==> src/rtl/gcd_pkg.sv <==
// gcd_pkg: shared types and constants for the GCD engine.
//   state_t  : controller states (IDLE, ALIGN, CALC, DONE)
//   MODE_SUB : subtractive Euclid iteration
//   MODE_BIN : binary (Stein) shift/subtract iteration
package gcd_pkg;

    typedef enum logic [1:0] {
        IDLE  = 2'd0,
        ALIGN = 2'd1,
        CALC  = 2'd2,
        DONE  = 2'd3
    } state_t;

    localparam int MODE_SUB = 0;
    localparam int MODE_BIN = 1;

endpackage

==> src/rtl/gcd_if.sv <==
// gcd_if: operand/result handshake bundle for gcd_unit.
//   in_valid/in_ready/in_a/in_b     : operand pair request port
//   out_valid/out_ready/out_gcd     : result port
//   busy                            : engine is iterating
//   out_cycles                      : iteration count (only with GCD_CYCLE_COUNT_EN)
// Modports: master = request source / result sink, slave = gcd_unit.
interface gcd_if #(
    parameter int WIDTH = 16
`ifdef GCD_CYCLE_COUNT_EN
    , parameter int CNT_W = 17
`endif
);
    logic             in_valid;
    logic             in_ready;
    logic [WIDTH-1:0] in_a;
    logic [WIDTH-1:0] in_b;
    logic             out_valid;
    logic             out_ready;
    logic [WIDTH-1:0] out_gcd;
    logic             busy;
`ifdef GCD_CYCLE_COUNT_EN
    logic [CNT_W-1:0] out_cycles;
`endif

    modport master (
        output in_valid, in_a, in_b, out_ready,
        input  in_ready, out_valid, out_gcd, busy
`ifdef GCD_CYCLE_COUNT_EN
        , input out_cycles
`endif
    );

    modport slave (
        input  in_valid, in_a, in_b, out_ready,
        output in_ready, out_valid, out_gcd, busy
`ifdef GCD_CYCLE_COUNT_EN
        , output out_cycles
`endif
    );

endinterface

==> src/rtl/gcd_datapath.sv <==
// gcd_datapath: x/y operand registers, shift count k and next-value logic.
//   clk, rst     : clock, async active-high reset
//   load_i       : capture a_i/b_i, clear k
//   align_i      : halve both operands, k++ (binary mode common factor of 2)
//   step_i       : one reduction step (subtractive or binary per MODE)
//   a_i, b_i     : operands to load
//   eq_o         : x == y
//   both_even_o  : x and y both even
//   result_o     : x << k
module gcd_datapath
    import gcd_pkg::*;
#(
    parameter int WIDTH = 16,
    parameter int MODE  = MODE_SUB
) (
    input  logic             clk,
    input  logic             rst,
    input  logic             load_i,
    input  logic             align_i,
    input  logic             step_i,
    input  logic [WIDTH-1:0] a_i,
    input  logic [WIDTH-1:0] b_i,
    output logic             eq_o,
    output logic             both_even_o,
    output logic [WIDTH-1:0] result_o
);
    localparam int K_W = $clog2(WIDTH) + 1;

    logic [WIDTH-1:0] x_q, x_d, y_q, y_d;
    logic [K_W-1:0]   k_q, k_d;
    logic             lt;

    assign eq_o        = (x_q == y_q);
    assign lt          = (x_q < y_q);
    assign both_even_o = ~x_q[0] & ~y_q[0];
    assign result_o    = x_q << k_q;

    always_comb begin
        x_d = x_q;
        y_d = y_q;
        k_d = k_q;
        if (load_i) begin
            x_d = a_i;
            y_d = b_i;
            k_d = '0;
        end else if (align_i) begin
            x_d = x_q >> 1;
            y_d = y_q >> 1;
            k_d = k_q + K_W'(1);
        end else if (step_i) begin
            if (MODE == MODE_BIN) begin
                // After one operand turns odd, odd-odd differences are even,
                // so the halve after subtract never drops a common factor.
                if (!x_q[0])      x_d = x_q >> 1;
                else if (!y_q[0]) y_d = y_q >> 1;
                else if (lt)      y_d = (y_q - x_q) >> 1;
                else              x_d = (x_q - y_q) >> 1;
            end else begin
                if (lt) y_d = y_q - x_q;
                else    x_d = x_q - y_q;
            end
        end
    end

    always_ff @(posedge clk or posedge rst) begin
        if (rst) begin
            x_q <= '0;
            y_q <= '0;
            k_q <= '0;
        end else begin
            x_q <= x_d;
            y_q <= y_d;
            k_q <= k_d;
        end
    end

endmodule

==> src/rtl/gcd_unit.sv <==
// gcd_unit: GCD engine with valid/ready operand and result ports.
//   clk  : clock, rising edge
//   rst  : asynchronous, active-high reset
//   bus  : gcd_if.slave (in_valid/in_ready/in_a/in_b, out_valid/out_ready/
//          out_gcd, busy, out_cycles when GCD_CYCLE_COUNT_EN is defined)
// Parameters: WIDTH operand width, MODE 0 subtractive / 1 binary,
//   CNT_W iteration counter width (only with GCD_CYCLE_COUNT_EN).
// Optional feature macro: GCD_CYCLE_COUNT_EN adds the saturating
// ALIGN+CALC cycle counter on out_cycles.
module gcd_unit
    import gcd_pkg::*;
#(
    parameter int WIDTH = 16,
    parameter int MODE  = MODE_SUB
`ifdef GCD_CYCLE_COUNT_EN
    , parameter int CNT_W = 17
`endif
) (
    input  logic clk,
    input  logic rst,
    gcd_if.slave bus
);
    state_t           state_q, state_d;
    logic [WIDTH-1:0] result_q, result_d;
    logic             load, align, step;
    logic             eq, both_even;
    logic [WIDTH-1:0] dp_result;

    gcd_datapath #(.WIDTH(WIDTH), .MODE(MODE)) u_dp (
        .clk        (clk),
        .rst        (rst),
        .load_i     (load),
        .align_i    (align),
        .step_i     (step),
        .a_i        (bus.in_a),
        .b_i        (bus.in_b),
        .eq_o       (eq),
        .both_even_o(both_even),
        .result_o   (dp_result)
    );

    always_comb begin
        state_d  = state_q;
        result_d = result_q;
        load     = 1'b0;
        align    = 1'b0;
        step     = 1'b0;
        case (state_q)
            IDLE: begin
                if (bus.in_valid) begin
                    load = 1'b1;
                    // A zero operand needs no iteration: gcd is the other one.
                    if (bus.in_a == '0 || bus.in_b == '0) begin
                        result_d = bus.in_a | bus.in_b;
                        state_d  = DONE;
                    end else begin
                        state_d = (MODE == MODE_BIN) ? ALIGN : CALC;
                    end
                end
            end
            ALIGN: begin
                if (both_even) align   = 1'b1;
                else           state_d = CALC;
            end
            CALC: begin
                if (eq) begin
                    result_d = dp_result;
                    state_d  = DONE;
                end else begin
                    step = 1'b1;
                end
            end
            DONE: begin
                if (bus.out_ready) state_d = IDLE;
            end
            default: state_d = IDLE;
        endcase
    end

    always_ff @(posedge clk or posedge rst) begin
        if (rst) begin
            state_q  <= IDLE;
            result_q <= '0;
        end else begin
            state_q  <= state_d;
            result_q <= result_d;
        end
    end

    assign bus.in_ready  = (state_q == IDLE);
    assign bus.out_valid = (state_q == DONE);
    assign bus.busy      = (state_q == ALIGN) || (state_q == CALC);
    assign bus.out_gcd   = result_q;

`ifdef GCD_CYCLE_COUNT_EN
    logic [CNT_W-1:0] cnt_q, cnt_d;

    // The counter stops moving once DONE is reached, so it doubles as the
    // registered out_cycles value held until the result is taken.
    always_comb begin
        cnt_d = cnt_q;
        if (state_q == IDLE && bus.in_valid)
            cnt_d = '0;
        else if (bus.busy && cnt_q != '1)
            cnt_d = cnt_q + CNT_W'(1);
    end

    always_ff @(posedge clk or posedge rst) begin
        if (rst) cnt_q <= '0;
        else     cnt_q <= cnt_d;
    end

    assign bus.out_cycles = cnt_q;
`endif

endmodule

==> src/flat_wrapper.sv <==
// flat-port wrapper written by rule: the top's interface ports become plain ports
module gcd_unit_flat import gcd_pkg::*;
#(
    parameter int WIDTH = 16,
    parameter int MODE  = MODE_SUB

)
  (clk, rst, bus_in_valid, bus_in_a, bus_in_b, bus_out_ready, bus_in_ready, bus_out_valid, bus_out_gcd, bus_busy);
  gcd_if #(.WIDTH(WIDTH)) bus_i ();
  input  logic clk;
  input  logic rst;
  input wire logic [$bits(bus_i.in_valid)-1:0] bus_in_valid;
  input wire logic [$bits(bus_i.in_a)-1:0] bus_in_a;
  input wire logic [$bits(bus_i.in_b)-1:0] bus_in_b;
  input wire logic [$bits(bus_i.out_ready)-1:0] bus_out_ready;
  output wire logic [$bits(bus_i.in_ready)-1:0] bus_in_ready;
  output wire logic [$bits(bus_i.out_valid)-1:0] bus_out_valid;
  output wire logic [$bits(bus_i.out_gcd)-1:0] bus_out_gcd;
  output wire logic [$bits(bus_i.busy)-1:0] bus_busy;
  assign bus_i.in_valid = bus_in_valid;
  assign bus_i.in_a = bus_in_a;
  assign bus_i.in_b = bus_in_b;
  assign bus_i.out_ready = bus_out_ready;
  assign bus_in_ready = bus_i.in_ready;
  assign bus_out_valid = bus_i.out_valid;
  assign bus_out_gcd = bus_i.out_gcd;
  assign bus_busy = bus_i.busy;
  gcd_unit #(.WIDTH(WIDTH), .MODE(MODE)) u_core (.clk(clk), .rst(rst), .bus(bus_i));
endmodule
==> config.mk <==
export PLATFORM = sky130hd
export DESIGN_NAME = gcd_unit_flat
export DESIGN_NICKNAME = d
export VERILOG_FILES = /design/src/rtl/gcd_pkg.sv /design/src/rtl/gcd_if.sv /design/src/rtl/gcd_datapath.sv /design/src/rtl/gcd_unit.sv /design/src/flat_wrapper.sv
export SDC_FILE = /design/constraint.sdc
export NUM_CORES = 1
export LEC_CHECK = 0
export CORE_ASPECT_RATIO = 0.7
export CORE_MARGIN = 1
export CORE_UTILIZATION = 45
export DETAILED_ROUTE_END_ITERATION = 16
export GPL_ROUTABILITY_DRIVEN = 0
export PLACE_DENSITY = 0.66
export SLEW_MARGIN = 20
export SYNTH_ARGS = -nofsm -noshare
export SYNTH_HDL_FRONTEND = slang
export SYNTH_SLANG_ARGS = --single-unit
==> constraint.sdc <==
create_clock -name clk -period 2.75 [get_ports clk]
set_input_delay 0.275 -clock clk [delete_from_list [all_inputs] [get_ports clk]]
set_output_delay 0.275 -clock clk [all_outputs]
set_load 0.02 [all_outputs]
# Word-level counts from Yosys, hierarchy flattened
# Index checks and enable logic that the tools add are counted.
# totals
register_bits,55
out_inout_bits,19
# classes
add_sub_neg,3
order_cmp,1
n_eq_ne,10
n_shift,1
mux,26
bitwise_logic,4
n_reduce_logical,13
# op_table
cell,n
$mux W16,11
$logic_not A16 Y1,2
$pmux W16 S2,1
$sub A16 B16 Y16,2
$eq A16 B16 Y1,1
$lt A16 B16 Y1,1
$or A16 B16 Y16,1
$shl A16 B5 Y16,1
$mux W5,2
$mux W2,4
$pmux W2 S4,1
$reduce_and A4 Y1,2
$mux W1,7
$ne A2 B2 Y1 const B,3
$reduce_bool A3 Y1,2
$add A5 B1 Y5 const B,1
$eq A2 B2 Y1 const B,2
$ne A2 B1 Y1 const B,2
$reduce_and A2 Y1,2
$reduce_bool A2 Y1,2
$ne A3 B1 Y1 const B,1
$eq A2 B1 Y1 const B,1
$logic_not A2 Y1,1
$logic_or A1 B1 Y1,2
other kinds (2),3

# Longest topological paths before layout
# depth
ltp_word,6
mapped_depth,11
ltp_nobuf,10

# Hierarchy
# Synthesis repeated with hierarchy kept, for this count alone.
# hier_totals
cells_unflattened,672
area_unflattened_um2,5547.8
# by_module_without_submodules
mod,n_inst,cells_per_inst,area_per_inst_um2
gcd_datapath,1,553,4361.7
gcd_unit,1,119,1186.1

# Worst setup path before layout
# OpenSTA, ideal clock, no wires.
# synth_timing
kind,reg2reg
startpoint,register u_core.u_dp.x_q[0]
endpoint,register u_core.u_dp.x_q[7]
t_arrival_ns,2.395
t_required_ns,2.617
path_slack_ns,0.222
stages_incl_launch_ff,12
synth_period_minus_slack_ns,2.528
path_cell_list,dfrtp_1 inv_1 ha_1 fa_1 nand2b_1 a211oi_1 o21a_2 o2111ai_2 and2_4 buf_6 a2111oi_0 nor2_1
# synth_between
elab_chain_cells,6
# synth_rtl
item,line,source
"start, declared",gcd_datapath.sv:29,"logic [WIDTH-1:0] x_q, x_d, y_q, y_d;"
"start signal, assigned",gcd_datapath.sv:67,x_q <= '0;
"start signal, assigned",gcd_datapath.sv:71,x_q <= x_d;
branches (longest 6 deep; another with $sub A16 B16 Y16),n/a,
# Several ways; the timed one is not identified. The select of a mux whose other input is x is not followed.
# A chain may end at the register's enable or synchronous reset.

# Worst setup path after layout
# layout_timing
startpoint,register u_core.u_dp.x_q[0]
endpoint,register u_core.u_dp.y_q[14]
# layout_between
elab_chain_cells,6
# layout_rtl
item,line,source
branches (longest 6 deep; another with $sub A16 B16 Y16),n/a,
"end signal, assigned",gcd_datapath.sv:72,y_q <= y_d;
"end, declared",gcd_datapath.sv:29,
# Several ways; the timed one is not identified. The select of a mux whose other input is x is not followed.

==> results.md <==
* Row count at 32
* Placed insts at 854
* Setup Crit Path Kind: reg2reg
* Area Overhead vs Synth at 20.8%
* Slew headroom at 0.435
* Synth Warn # at 0
* Die X at 130 µm
* Met2 Routed Length at 7270 µm
* Worst-Margin Slew at 0.839 ns
* Die area at 0.0119 mm²
* Hold Crit Class: in2async
* Layout cells sized above 1 at 0.124
* Critical path arrival at 2.77 ns
* Worst R2R Setup Slack at 0.18 ns
* Top cell type's share of synthesized area at 0.267
* CTS Buf Count at 5
* Routed wl met3 at 1990 µm
* Detailed placer's ending HPWL at 13400 µm
* CP Depth at 11
* Post-synth cell types at 64
* Setup crit end kind: flop
* Period utilization at 0.935
* Final Skew at 0.0102 ns
* Cell area after layout at 0.00623 mm²
* Final TNS setup at 0 ns
* Wire per inst at 19.8 µm
* Synth Instances at 645
* CP required at 2.94 ns
* Initial antenna violation count at 1
* Clock root buffer master: clkbuf_16
* Max cap viols at 0
* Final WL at 17200 µm
* Async SR Flop Fraction at 1.00
* First-pass GRT wire length at 27200 µm
* Port bufs at 54
* Fin. max-slew vios at 0
* Sequential area share after synthesis at 0.267
* DP Area at 0.00603 mm²
* Max Used Layer: met4
* EDFF count, synth at 0
* Clock transition at path regs at 0.08 ns
* # setup viols final at 0
* R2R depth at 11
* Starting Density at 0.465
* Area of the multi-input gates at 0.00343 mm²
* Worst stage delay on the critical path at 0.39 ns
* Critical path's slowest cell: dfrtp_1
* Synth Area per Inst at 7.99 µm²
* Post-route ant nets at 0
* Commonest non-fill, non-tap cells in the layout: nand2_1, a21oi_1, clkdlybuf4s50_1, dfrtp_1, o21ai_0
* Crit path from: u_core.u_dp.x_q[0]$_DFFE_PP0P_
* Number of global-route vias before repair at 5094
* Clock Sink Count at 55
* Reg-to-Reg End: u_core.u_dp.y_q[14]$_DFFE_PP0P_
* Worst path cell trace: buf_4 -> ha_1 -> fa_1 -> nor2b_1 -> o31ai_1 -> buf_4 -> a21oi_2 -> o21ai_0 -> a21oi_1 -> nor3_1 -> mux2_2
* Metal1 wirelength at 7510 µm
* Delay-heaviest family, CP: compound AO/OA/AOI/OAI gates
* Detailed Routing Iterations Pass 1 at 5
* Grt ovf at 0
* DR DRC count at 0
* Die Ht at 91.5 µm
* Vias per cell at 6.19
* DRT iter0 DRCs at 554
* Fin nets at 785
* CTS tree: done
* Status: complete, no violations
* Final min period at 2.57 ns
* WP buf/inv at 2
* Ranking of synthesized cells by area: dfrtp_1, ha_1, a21oi_1
* Post-synthesis register bit count at 55
* Unrepaired setup endpoints after global routing: no
* Critical path launch point type: flop
* Largest net degree at the start of global routing at 35
* Syn nets at 721
* Reg2reg start: u_core.u_dp.x_q[0]$_DFFE_PP0P_
* Layout Cells excl Fill at 864
* Hold Fails Final Rpt at 0
* Fillers at 1038
* FF/Latch Area at 0.00138 mm²
* CTS max path bufs at 2
* Fmax at 389 MHz
* Crit path to: u_core.u_dp.y_q[14]$_DFFE_PP0P_
* Final hold slack at 0.388 ns
* Latest clock arrival within the worst-skew pair at 0.30 ns
* Dominant cell type by area after synthesis: dfrtp_1
* Crit path max fanout at 4
* I/O Pins at 55
* H-Tree Depth at 2
* Crit path top cell by count: buf_4
* Top FF cell, synth: dfrtp_1
* Synth Cell Area at 0.00515 mm²
* Total global-route track usage at 0.300
* Core ar. at 0.0111 mm²
* DR vias at 5348
* Most common cell after layout, fill and taps aside: nand2_1
* Cts hold-fix bufs at 0
state kept, by name, summed over array words and instances (netlist names):
name,flops
u_core.bus.out_gcd,16
u_core.u_dp.k_q,5
u_core.u_dp.x_q,16
u_core.state_q,2
u_core.u_dp.y_q,16
how the worst min path moves through the flow:
stage,from,to,slack [ns],cells after the start
floorplan,bus_in_b[15],u_core.u_dp.y_q[15]$_DFFE_PP0P_,0.44,2
global placement,u_core.bus.out_gcd[3]$_DFFE_PP0P_,u_core.bus.out_gcd[3]$_DFFE_PP0P_,0.49,1
global route,rst,u_core.state_q[1]$_DFFE_PP0P_,0.44,2
CTS,rst,u_core.state_q[1]$_DFFE_PP0P_,0.41,2
finish,rst,u_core.state_q[0]$_DFFE_PP0P_,0.39,2
detailed placement,u_core.bus.out_gcd[13]$_DFFE_PP0P_,u_core.bus.out_gcd[13]$_DFFE_PP0P_,0.49,1
routing by layer:
metal  vias to the layer above  GRT usage
met2                       310      0.439
met3                        41     0.0760
met4                         0     0.0853
li1                       2447          -
met5                         -          0
met1                      2550      0.431
through the flow:
stage,setup WS [ns],util
final,0.179,0.561
after global routing,0.0135,0.561
after CTS,0.0140,0.558
after detailed placement,0.0357,0.544
after global placement,0.0777,0.544
after floorplan,0.222,-
cell type report:
class | instances | share of cell area
Clock buffer | 6 | 0.0223
Inverter | 42 | 0.0253
Tap cell | 153 | 0.0307
Antenna cell | 1 | 0.000402
Timing Repair Buffer | 98 | 0.146
Multi-Input combinational cell | 507 | 0.551
Clock inverter | 2 | 0.00261
Sequential cell | 55 | 0.221
cell usage after synthesis (7+ instances only):
master    number
nor2b_1        9
o21ai_0       50
nand2b_1       7
o211ai_1      10
nor2_1        48
buf_2         13
a21oi_1       55
o21ai_1        7
inv_1         41
nand4_1        7
mux2i_1       25
o22ai_1       21
o221ai_1      11
clkbuf_1      18
ha_1          38
a31oi_1        9
dfrtp_1       55
nor4_1         8
nand2_1       73
mux2_2        18
a211oi_1      10
xnor2_1       17
or3_1          8
cell families (layout without fill, tap and decap cells):
family | Yosys count | after routing | share of synthesized area
multiplexers | 43 | 43 | 0.0879
other | 0 | 1 | 0
AO/OA/AOI/OAI | 215 | 215 | 0.268
buffers and inverters | 83 | 148 | 0.0694
XOR/XNOR | 23 | 23 | 0.0391
adder cells (fa/ha/maj) | 40 | 40 | 0.100
AND/OR/NAND/NOR | 186 | 186 | 0.169
flip-flops | 55 | 55 | 0.267
what timing repair did:
action / in CTS / in global routing
gates resized for setup: 0 / 6
endpoints found under the setup margin: 0 / 21
hold endpoints to repair: 0 / 0
buffers inserted: 0 / 1
Power is not shown: default switching activity piles up to over one toggle a cycle in this logic, so the estimate is an artifact.
